`config.mk`:
```
export PLATFORM = sky130hd
export DESIGN_NAME = fetch_unit
export DESIGN_NICKNAME = d
export VERILOG_FILES = /design/src/rtl/fetch_unit.sv
export SDC_FILE = /design/constraint.sdc
export NUM_CORES = 1
export LEC_CHECK = 0
export ABC_AREA = 1
export BUFFER_PORTS_ARGS = -buffer_cell sky130_fd_sc_hd__buf_4
export CAP_MARGIN = 10
export CORE_ASPECT_RATIO = 1.25
export CORE_MARGIN = 2
export CORE_UTILIZATION = 35
export DETAILED_ROUTE_END_ITERATION = 8
export HOLD_SLACK_MARGIN = 0.03
export PLACE_DENSITY = 0.56
export SYNTH_ARGS = -nofsm -noshare
export SYNTH_HDL_FRONTEND = slang
export SYNTH_SLANG_ARGS = --single-unit
```
`constraint.sdc`:
```
create_clock -name clk -period 3.1 [get_ports clk]
set_input_delay 0.465 -clock clk [delete_from_list [all_inputs] [get_ports clk]]
set_output_delay 0.465 -clock clk [all_outputs]
set_load 0.1 [all_outputs]
```
`src/rtl/fetch_unit.sv`:
```
// fetch_unit: MIPS IF stage with PC, sync-read imem interface, 1-entry skid; optional perf counters via FETCH_PERF_EN
module fetch_unit #(
  parameter logic [31:0] RESET_PC = 32'h0000_0000,
  parameter int          IMEM_AW  = 10
) (
  input  logic               clk,
  input  logic               reset,
  input  logic               stall,
  input  logic               br_taken,
  input  logic [31:0]        br_pc4,
  input  logic [15:0]        br_imm16,
  output logic [IMEM_AW-1:0] imem_addr,
  input  logic [31:0]        imem_rdata,
  output logic [31:0]        if_inst,
  output logic [31:0]        if_pc4,
  output logic               if_valid
`ifdef FETCH_PERF_EN
  ,
  output logic [31:0]        perf_fetched,
  output logic [31:0]        perf_bubbles
`endif
);
  typedef enum logic [1:0] {FILL, RUN, HOLD} state_t;
  state_t      state_q, state_d;
  logic [31:0] pc_q, pc_d, req_pc4_q, req_pc4_d, skid_inst_q, skid_inst_d, skid_pc4_q, skid_pc4_d;
  logic [31:0] inst_q, inst_d, pc4_q, pc4_d, target, fa, fa4;
  logic        req_v_q, req_v_d, skid_v_q, skid_v_d, valid_q, valid_d, issue, capture;
  assign target    = br_pc4 + {{14{br_imm16[15]}}, br_imm16, 2'b00};
  assign fa        = br_taken ? target : pc_q;
  assign fa4       = fa + 32'd4;
  assign issue     = br_taken | ~stall;
  assign capture   = stall & ~br_taken & req_v_q & (state_q == RUN);
  assign imem_addr = fa[IMEM_AW+1:2];
  assign if_inst   = inst_q;
  assign if_pc4    = pc4_q;
  assign if_valid  = valid_q;
  // next-state: issue, skid capture/drain, output selection; redirect beats stall
  always_comb begin
    pc_d        = issue ? fa4 : pc_q;
    req_v_d     = issue;
    req_pc4_d   = issue ? fa4 : req_pc4_q;
    skid_v_d    = capture | (stall & ~br_taken & skid_v_q);
    skid_inst_d = capture ? imem_rdata : skid_inst_q;
    skid_pc4_d  = capture ? req_pc4_q : skid_pc4_q;
    valid_d     = br_taken ? 1'b0 : stall ? valid_q : (skid_v_q | req_v_q);
    inst_d      = br_taken ? 32'h0 : stall ? inst_q : skid_v_q ? skid_inst_q : req_v_q ? imem_rdata : 32'h0;
    pc4_d       = (br_taken | stall) ? pc4_q : skid_v_q ? skid_pc4_q : req_v_q ? req_pc4_q : pc4_q;
    state_d     = br_taken ? RUN :
                  (state_q == FILL) ? (issue ? RUN : FILL) :
                  (state_q == RUN)  ? (capture ? HOLD : RUN) :
                  (stall ? HOLD : RUN);
  end
  // state registers; reset discards skid and in-flight request
  always_ff @(posedge clk) begin
    if (reset) begin
      state_q     <= FILL;
      pc_q        <= RESET_PC;
      req_v_q     <= 1'b0;
      req_pc4_q   <= 32'h0;
      skid_v_q    <= 1'b0;
      skid_inst_q <= 32'h0;
      skid_pc4_q  <= 32'h0;
      inst_q      <= 32'h0;
      pc4_q       <= 32'h0;
      valid_q     <= 1'b0;
    end else begin
      state_q     <= state_d;
      pc_q        <= pc_d;
      req_v_q     <= req_v_d;
      req_pc4_q   <= req_pc4_d;
      skid_v_q    <= skid_v_d;
      skid_inst_q <= skid_inst_d;
      skid_pc4_q  <= skid_pc4_d;
      inst_q      <= inst_d;
      pc4_q       <= pc4_d;
      valid_q     <= valid_d;
    end
  end
`ifdef FETCH_PERF_EN
  logic [31:0] fetched_q, bubbles_q;
  assign perf_fetched = fetched_q;
  assign perf_bubbles = bubbles_q;
  // count edges that load a valid word and unstalled edges that load a bubble
  always_ff @(posedge clk) begin
    if (reset) begin
      fetched_q <= 32'h0;
      bubbles_q <= 32'h0;
    end else begin
      fetched_q <= fetched_q + {31'h0, valid_d};
      bubbles_q <= bubbles_q + {31'h0, ~valid_d & ~stall};
    end
  end
`endif
endmodule

```
; Word level (Yosys, flattened, before mapping)
; Index checks and enable logic that the tools add are counted.
[classes]
add_sub_neg = 2
n_eq_ne = 1
muxes = 11
bitwise = 11
n_reduce_logical = 4
[op_table]
columns = op, count
row1 = 32-bit 2-to-1 mux, 5
row2 = 32-bit by 3-bit adder with 32-bit output (second input constant), 1
row3 = 32-bit adder, 1
row4 = 2-bit 2-to-1 mux, 4
row5 = 1-bit bitwise AND, 4
row6 = 1-bit bitwise OR, 4
row7 = 1-bit inverter, 3
row8 = 2-bit by 1-bit equality test with 1-bit output (second input constant), 1
row9 = 2-bit zero test, 1
row10 = 1-bit 2-to-1 mux, 2
row11 = 2-bit AND reduction, 1
row12 = 2-bit nonzero test, 1
row13 = 2-bit OR reduction, 1
[word_totals]
regBits = 165
inputBits = 84

; Logic depth before layout (Yosys ltp)
; Gate-level depths: netlist (run 1).
[depth]
depth_word = 8
mapped_depth = 22
mapped_depth_nobuf = 22

; Worst setup path after synthesis (run 1)
; Ideal clock, no wire load.
[synth_timing]
path_type = input to register
start = input port br_pc4[2]
end = register req_pc4_q[30]
setup_time_ns = 0.113
arrival_time_ns = 3.815
setup_slack_ns = -0.828
path_stages = 17
path_buffers = 0
cell_sequence = ha_1 > fa_1 > nand2_1 > o21ai_1 > ha_1 > a21boi_4 > nand3_2 > nor2_4 > nand3_2 > nor2_4 > nand4_4 > nor2_8 > nand2_4 > nor2_4 > nand3_1 > nand3_1 > nand2_1
[synth_via]
elab_chain_cells = 3
[synth_rtl]
columns = item, line
row1 = start: declaration, 10  ; input logic [31:0] br_pc4,
row2 = 32-bit adder, 28  ; assign target = br_pc4 + {{14{br_imm16[15]}}, br_imm16, 2'b00};
row3 = 32-bit 2-to-1 mux, 29  ; assign fa = br_taken ? target : pc_q;
row4 = named net imem_addr[1], 12  ; output logic [IMEM_AW-1:0] imem_addr,
row5 = 32-bit by 3-bit adder with 32-bit output, 30  ; assign fa4 = fa + 32'd4;
row6 = end signal: assignment, 70  ; req_pc4_q <= req_pc4_d;
row7 = end: declaration, 25  ; logic [31:0] pc_q, pc_d, req_pc4_q, req_pc4_d, skid_inst_q, skid_inst_d, skid_pc4_q, skid_pc4_d;
; The timed path passes the listed nets, and every way through them passes these cells.
; A chain may end at the register's enable or synchronous reset.

; Final worst setup path (run 1)
[layout_timing]
start = input port br_pc4[9]
end = output port imem_addr[9]
[layout_via]
elab_chain_cells = 2
[layout_rtl]
columns = item, line
row1 = 32-bit adder, 28
row2 = 32-bit 2-to-1 mux, 29
row3 = end: declaration, 12
; No other way between the ends.

==> results of run 1 <==
[worst max-delay path by stage]
stage / start / depth (start not counted) / slack [ns] / endpoint
floorplan: br_pc4[2] / 17 / -0.05 / req_pc4_q[30]
global placement: br_pc4[2] / 18 / 0.06 / req_pc4_q[28]
detailed placement: br_pc4[2] / 18 / 0.02 / req_pc4_q[28]
CTS: br_pc4[9] / 12 / 0.24 / imem_addr[9]
global route: br_pc4[9] / 12 / 0.12 / imem_addr[9]
finish: br_pc4[9] / 12 / 0.23 / imem_addr[9]
[power groups by stage]
stage,Combinational [mW],Sequential (mW),Clock (mW)
final,1.61,2.30,2.16
after global routing,1.78,2.31,2.30
after CTS,1.62,2.30,2.22
after detailed placement,1.62,2.34,0
after global placement,1.61,2.34,0
after floorplan,0.956,2.58,0
[flip-flops by register name, indices dropped and copies added (netlist names), 2 cells and up]
name / count
state_q: 2
if_pc4: 32
skid_pc4_q: 32
if_inst: 32
req_pc4_q: 32
skid_inst_q: 32
[logic make-up after synthesis]
kind of cell / count (synthesis) / share of synthesized area (%)
and+or+nand+nor: 793 / 37.53
AOI/OAI and AO/OA: 284 / 15.86
buffers and inverters: 246 / 9.470
DFF: 165 / 32.94
adders and majority gates: 31 / 3.943
xor gates and xnor gates: 3 / 0.2621
[Yosys cell counts, types with 5 or more instances]
master | number | share of area, %
nand2_1 | 405 | 15
dfxtp_1 | 165 | 33
inv_1 | 152 | 5.7
nor2_1 | 146 | 5.5
o21ai_0 | 140 | 7.0
nand3_1 | 104 | 5.2
a31oi_1 | 59 | 3.7
clkbuf_1 | 54 | 2.0
a21oi_1 | 51 | 2.5
nand2_2 | 38 | 2.4
ha_1 | 30 | 3.7
inv_2 | 18 | 0.67
nor2_4 | 17 | 1.9
nand4_1 | 14 | 0.87
buf_2 | 13 | 0.65
nand3_2 | 13 | 1.3
nor2_2 | 13 | 0.81
nand2_4 | 11 | 1.2
nor3_1 | 9 | 0.45
o31ai_1 | 7 | 0.52
o211ai_1 | 6 | 0.45
clkinv_1 | 5 | 0.19
or2_2 | 5 | 0.31
[critical path, cell delays in order]
cell and delay, ns:
buf_4 0.11, ha_1 0.40, nand2_1 0.15, nor2_2 0.21, nand3_1 0.17, nand3_1 0.23, nand2_1 0.08, nand2_1 0.08
nand2_2 0.06, nand2_2 0.13, inv_2 0.09, buf_4 0.24
[per-layer routing]
layer	routed length, µm	global-route usage (%)	part of all wire (%)	up-vias
met4	644	6.490	2.2	0
met1	13460	25.08	46	4370
met5	0	0	0	-
li1	-	-	-	5218
met2	13960	33.84	48	234
met3	1015	2.151	3.5	34
[layout make-up]
| class | count | area [µm²] | area share (%) |
|---|---|---|---|
| repair buffers | 180 | 1376 | 11.26 |
| multi-input cells | 1111 | 5823 | 47.63 |
| flip-flops and latches | 165 | 3304 | 27.03 |
| clock inverters | 11 | 151.4 | 1.238 |
| clock buffers | 21 | 460.4 | 3.766 |
| well taps | 355 | 444.2 | 3.633 |
| inverters | 177 | 666.9 | 5.454 |
==> out/qor.csv, run 1 <==
metric,value,unit
worst_slew_pin_slew,0.8521,ns
die_h,193.3,µm
syn_inst,1522,
final_common_cell,nand2_1,
grt_pass1_vias,9374,
cts_max_level,4,
routed_wl,29080,µm
drive_gt1_share,21.26,%
root_buffer,clkbuf_16,
p_seq_share,37.8,%
async_reset_ff_share,0,%
ys_seq_area_share,32.94,%
dp.cells,1988,
cts_resized,0,
hpwl,21510,µm
io_buffer_count,158,
cts_buffers,17,
power,6.076,mW
placed_area,11610,µm²
route.detailed.drc,0,
die-area,30030,µm²
final-hold-violation-count,0,
antenna_found_initial,0,
antennaDiodeCount,0,
worstHoldStart,imem_rdata[12],
grt_pass1_wl,47650,µm
num_rows,69,
power_density,496.9,nW/µm²
synth.avg_cell_area,6.589,µm²
max-slew-margin-rel,42.98,%
fin_util,43.18,%
power_leakage,5.823,nW
critPathArrivalTime,2.41,ns
areaGrowthSynthToFinish,21.92,%
place.gp.congestion,0.8503,
ff2ff_setup_slack,0.81,ns
overflow,0,
final_cells,2020,
fin_area,12230,µm²
fin_skew,0.01099,ns
syn_nets,1637,
synth_seq_cells,165,
finalHoldWorstSlack,0.2742,ns
routed_via_density,4.879,
ioPinCount,159,
fillers,3016,
cp-end-kind,output port,
peakVddDrop,0.0003122,V
cap_violations,0,
tns,0,ns
cp_max_fo,5,
cp_data_required_time,2.63,ns
switching_power,2.071,mW
r2r_cells,15,
grt_max_degree,65,
cts_max_path_buffers,2,
synthFlopType,dfxtp_1,
synth_area,10030,µm²
detail_route.iter0.violations,528,
worstSetupPathType,input port to output port,
p_comb_share,26.6,%
finalMaxSlewViolations,0,
holdPathEnd,skid_inst_q[12],
period_share,92.72,%
period_minus_slack,2.874,ns
internal_power,4.004,mW
wl_per_cell,14.40,µm
mostFrequentLayoutCells,"nand2_1 (405), buf_4 (178), dfxtp_1 (164), inv_1 (151), nor2_1 (144)",
hold_class,input port to register,
status,completed,
rsz0062_at_grt,no,
cp-start-kind,input port,
die_w,155.4,µm
worst_skew_pair.late_latency,0.42,ns
fin_ws,0.2258,ns
ant_nets,0,
setup_viol_count_final,0,
ys_types,47,
holdBufCountCts,0,
synth_edf_count,0,
power.share.clock,35.6,%
initial_core_util,35.41,%
yosys_warnings,0,
rr_endpoint,req_pc4_q[28],
cts_tree,done,
min_path_cells,3,
dr_total_vias,9856,
cts_setup_buffers,0,
grt_usage,19.50,%
path_clk_slew,0.07,ns
core-area,28320,µm²
nets,1767,
r2r_start,req_pc4_q[2],
cts_sinks,165,
fmax,347.9,MHz
post-place-ws,0.01619,ns
p_sw_share,34.09,%
first_pass_iters,5,
(Power assumes the default switching activity.)
==> run 2: changes to the inputs <==
--- a/config.mk
+++ b/config.mk
@@ -13,6 +13,7 @@
 export CORE_UTILIZATION = 35
 export DETAILED_ROUTE_END_ITERATION = 8
 export HOLD_SLACK_MARGIN = 0.03
+export MAX_ROUTING_LAYER = met4
 export PLACE_DENSITY = 0.56
 export SYNTH_ARGS = -nofsm -noshare
 export SYNTH_HDL_FRONTEND = slang
==> run 2 against run 1 <==
Fmax rose by 2.3%. Largest cell class unchanged. Count of clock-buffer cells in the layout is 1 higher. Sequential power hardly changed. Clock power hardly changed. Global-route usage rose by 0.72 points. Critical path type unchanged. Sequential cell count is the same.
==> out/qor.csv, run 2 (synthesized netlist as in run 1, its figures left out) <==
metric,value,unit,change
cpMostUsedCell,nand2_1,,
cts_max_level,4,,unchanged
die-area,30030,µm²,unchanged
fin_area,12260,µm²,+0.25%
ff2ff_setup_slack,0.82,ns,about the same
final_common_cell,nand2_1,,
initial_core_util,35.41,%,unchanged
critPathArrivalTime,2.35,ns,-0.06 ns
nets,1770,,+0.17%
fillers,2980,,-1.2%
finalMaxSlewViolations,0,,unchanged
cts_setup_buffers,0,,unchanged
r2r_cells,15,,unchanged
grt_pass1_wl,48230,µm,+1.2%
cts_buffers,17,,unchanged
critPathTopFamily,simple AND/OR/NAND/NOR gates,,
peakVddDrop,0.0003191,V,+2.2%
detail_route.iter0.violations,561,,+6.3%
core-area,28320,µm²,unchanged
cts_sinks,165,,unchanged
max-slew-margin-rel,46.79,%,+3.8 points
place.gp.congestion,0.8493,,-0.12%
crit_chain,"buf_4, ha_1, nand2_1, nand2_1, nand2_1, nand2_1, inv_2, nand3_1, nand2_1, nand2_1, nand2_2, nand2_2, inv_2, buf_4",,
route.detailed.drc,0,,unchanged
holdBufCountCts,0,,unchanged
cp_data_required_time,2.63,ns,about the same
worstHoldStart,imem_rdata[28],,
io_buffer_count,158,,unchanged
cts_resized,0,,unchanged
status,completed,,
placed_area,11640,µm²,+0.19%
r2r_start,req_pc4_q[2],,
setup_viol_count_final,0,,unchanged
worst_skew_pair.late_latency,0.42,ns,about the same
fin_skew,0.007293,ns,-0.003700 ns
routed_via_density,4.876,,about the same
antenna_found_initial,0,,unchanged
cp_max_fo,5,,unchanged
p_seq_share,37.6,%,-0.2 points
period_minus_slack,2.810,ns,-0.06384 ns
dr_total_vias,9865,,+0.091%
cp-end-kind,output port,,
routed_wl,29440,µm,+1.2%
p_sw_share,33.99,%,-0.098 points
rsz0062_at_grt,no,,
worstSetupPathType,input port to output port,,
overflow,0,,unchanged
power_leakage,5.838,nW,+0.26%
die_w,155.4,µm,unchanged
p_comb_share,26.5,%,about the same
hpwl,21690,µm,+0.83%
drive_gt1_share,21.40,%,+0.14 points
hold_class,input port to register,,
antennaDiodeCount,0,,unchanged
cts_max_path_buffers,2,,unchanged
tns,0,ns,unchanged
slowest_delay,0.36,ns,-0.04 ns
num_rows,69,,unchanged
first_pass_iters,5,,unchanged
grt_usage,20.22,%,+0.72 points
mostFrequentLayoutCells,"nand2_1 (405), buf_4 (181), dfxtp_1 (164), inv_1 (151), nor2_1 (144)",,
cap_violations,0,,unchanged
switching_power,2.078,mW,+0.33%
cp-start-kind,input port,,
ant_nets,0,,unchanged
areaGrowthSynthToFinish,22.22,%,
worst_slew_pin_slew,0.7951,ns,-0.05697 ns
fmax,355.8,MHz,+2.3%
slowest_stage,ha_1,,
final-hold-violation-count,0,,unchanged
holdPathEnd,skid_inst_q[28],,
wl_per_cell,14.55,µm,+1.1%
grt_pass1_vias,9389,,+0.16%
root_buffer,clkbuf_16,,
power_density,498.8,nW/µm²,+0.38%
rr_endpoint,req_pc4_q[28],,
min_path_cells,3,,unchanged
period_share,90.66,%,-2.1 points
internal_power,4.035,mW,+0.77%
die_h,193.3,µm,unchanged
path_clk_slew,0.06,ns,about the same
cts_tree,done,,
grt_max_degree,65,,unchanged
power.share.clock,35.9,%,+0.3 points
ioPinCount,159,,unchanged
critPathBufInv,4,,+1
run 2: power groups by stage:
stage               clock (mW)  sequential (mW)  combinational, mW
floorplan                    0             2.58              0.956
global placement             0             2.34               1.62
detailed placement           0             2.34               1.63
CTS                       2.25             2.30               1.63
global route              2.33             2.31               1.79
finish                    2.19             2.30               1.62
run 2: worst max-delay path by stage:
stage	startpoint	endpoint	slack (ns)	cells past startpoint
2_1_floorplan	br_pc4[2]	req_pc4_q[30]	-0.05	17
3_3_place_gp	br_pc4[2]	req_pc4_q[28]	0.06	18
3_5_place_dp	br_pc4[2]	req_pc4_q[30]	0.03	18
4_1_cts	br_pc4[10]	imem_addr[9]	0.29	14
5_1_grt	br_pc4[8]	imem_addr[9]	0.14	14
6_report	br_pc4[8]	imem_addr[9]	0.29	14
run 2: final cells by class:
cell class                      instances  area, µm²  area share, %
Clock buffer                           22      474.2          3.869
Tap cell                              355      444.2          3.624
Clock inverter                         10      145.1          1.184
Inverter                              177      666.9          5.441
Sequential cell                       165       3304          26.96
Multi-Input combinational cell       1111       5823          47.51
Timing Repair Buffer                  183       1399          11.41
run 2: stage by stage:
stage                     setup WS [ns]  std cells  total power [mW]  util [%]  hold slack, ns
after floorplan                -0.04818       1522             3.533         -          0.4292
after global placement          0.05901       1991             3.963     41.10          0.4318
after detailed placement        0.03045       1991             3.970     41.10          0.4363
after CTS                        0.2907       2023             6.176     43.28          0.2656
after global routing             0.1443       2023             6.429     43.28          0.2702
final                            0.2896       2023             6.113     43.28          0.2811
run 2: routing by layer:
layer | wire (µm) | GRT usage, %
met1 | 13620 | 25.81
met2 | 13970 | 33.38
met3 | 1140 | 2.128
met4 | 707 | 6.694
met5 | 0 | -
run 2: worst min-delay path: cells and delay by family:
kind,cells,cell delay [ns]
buffers and inverters,1,0.08
AND/OR/NAND/NOR,2,0.11
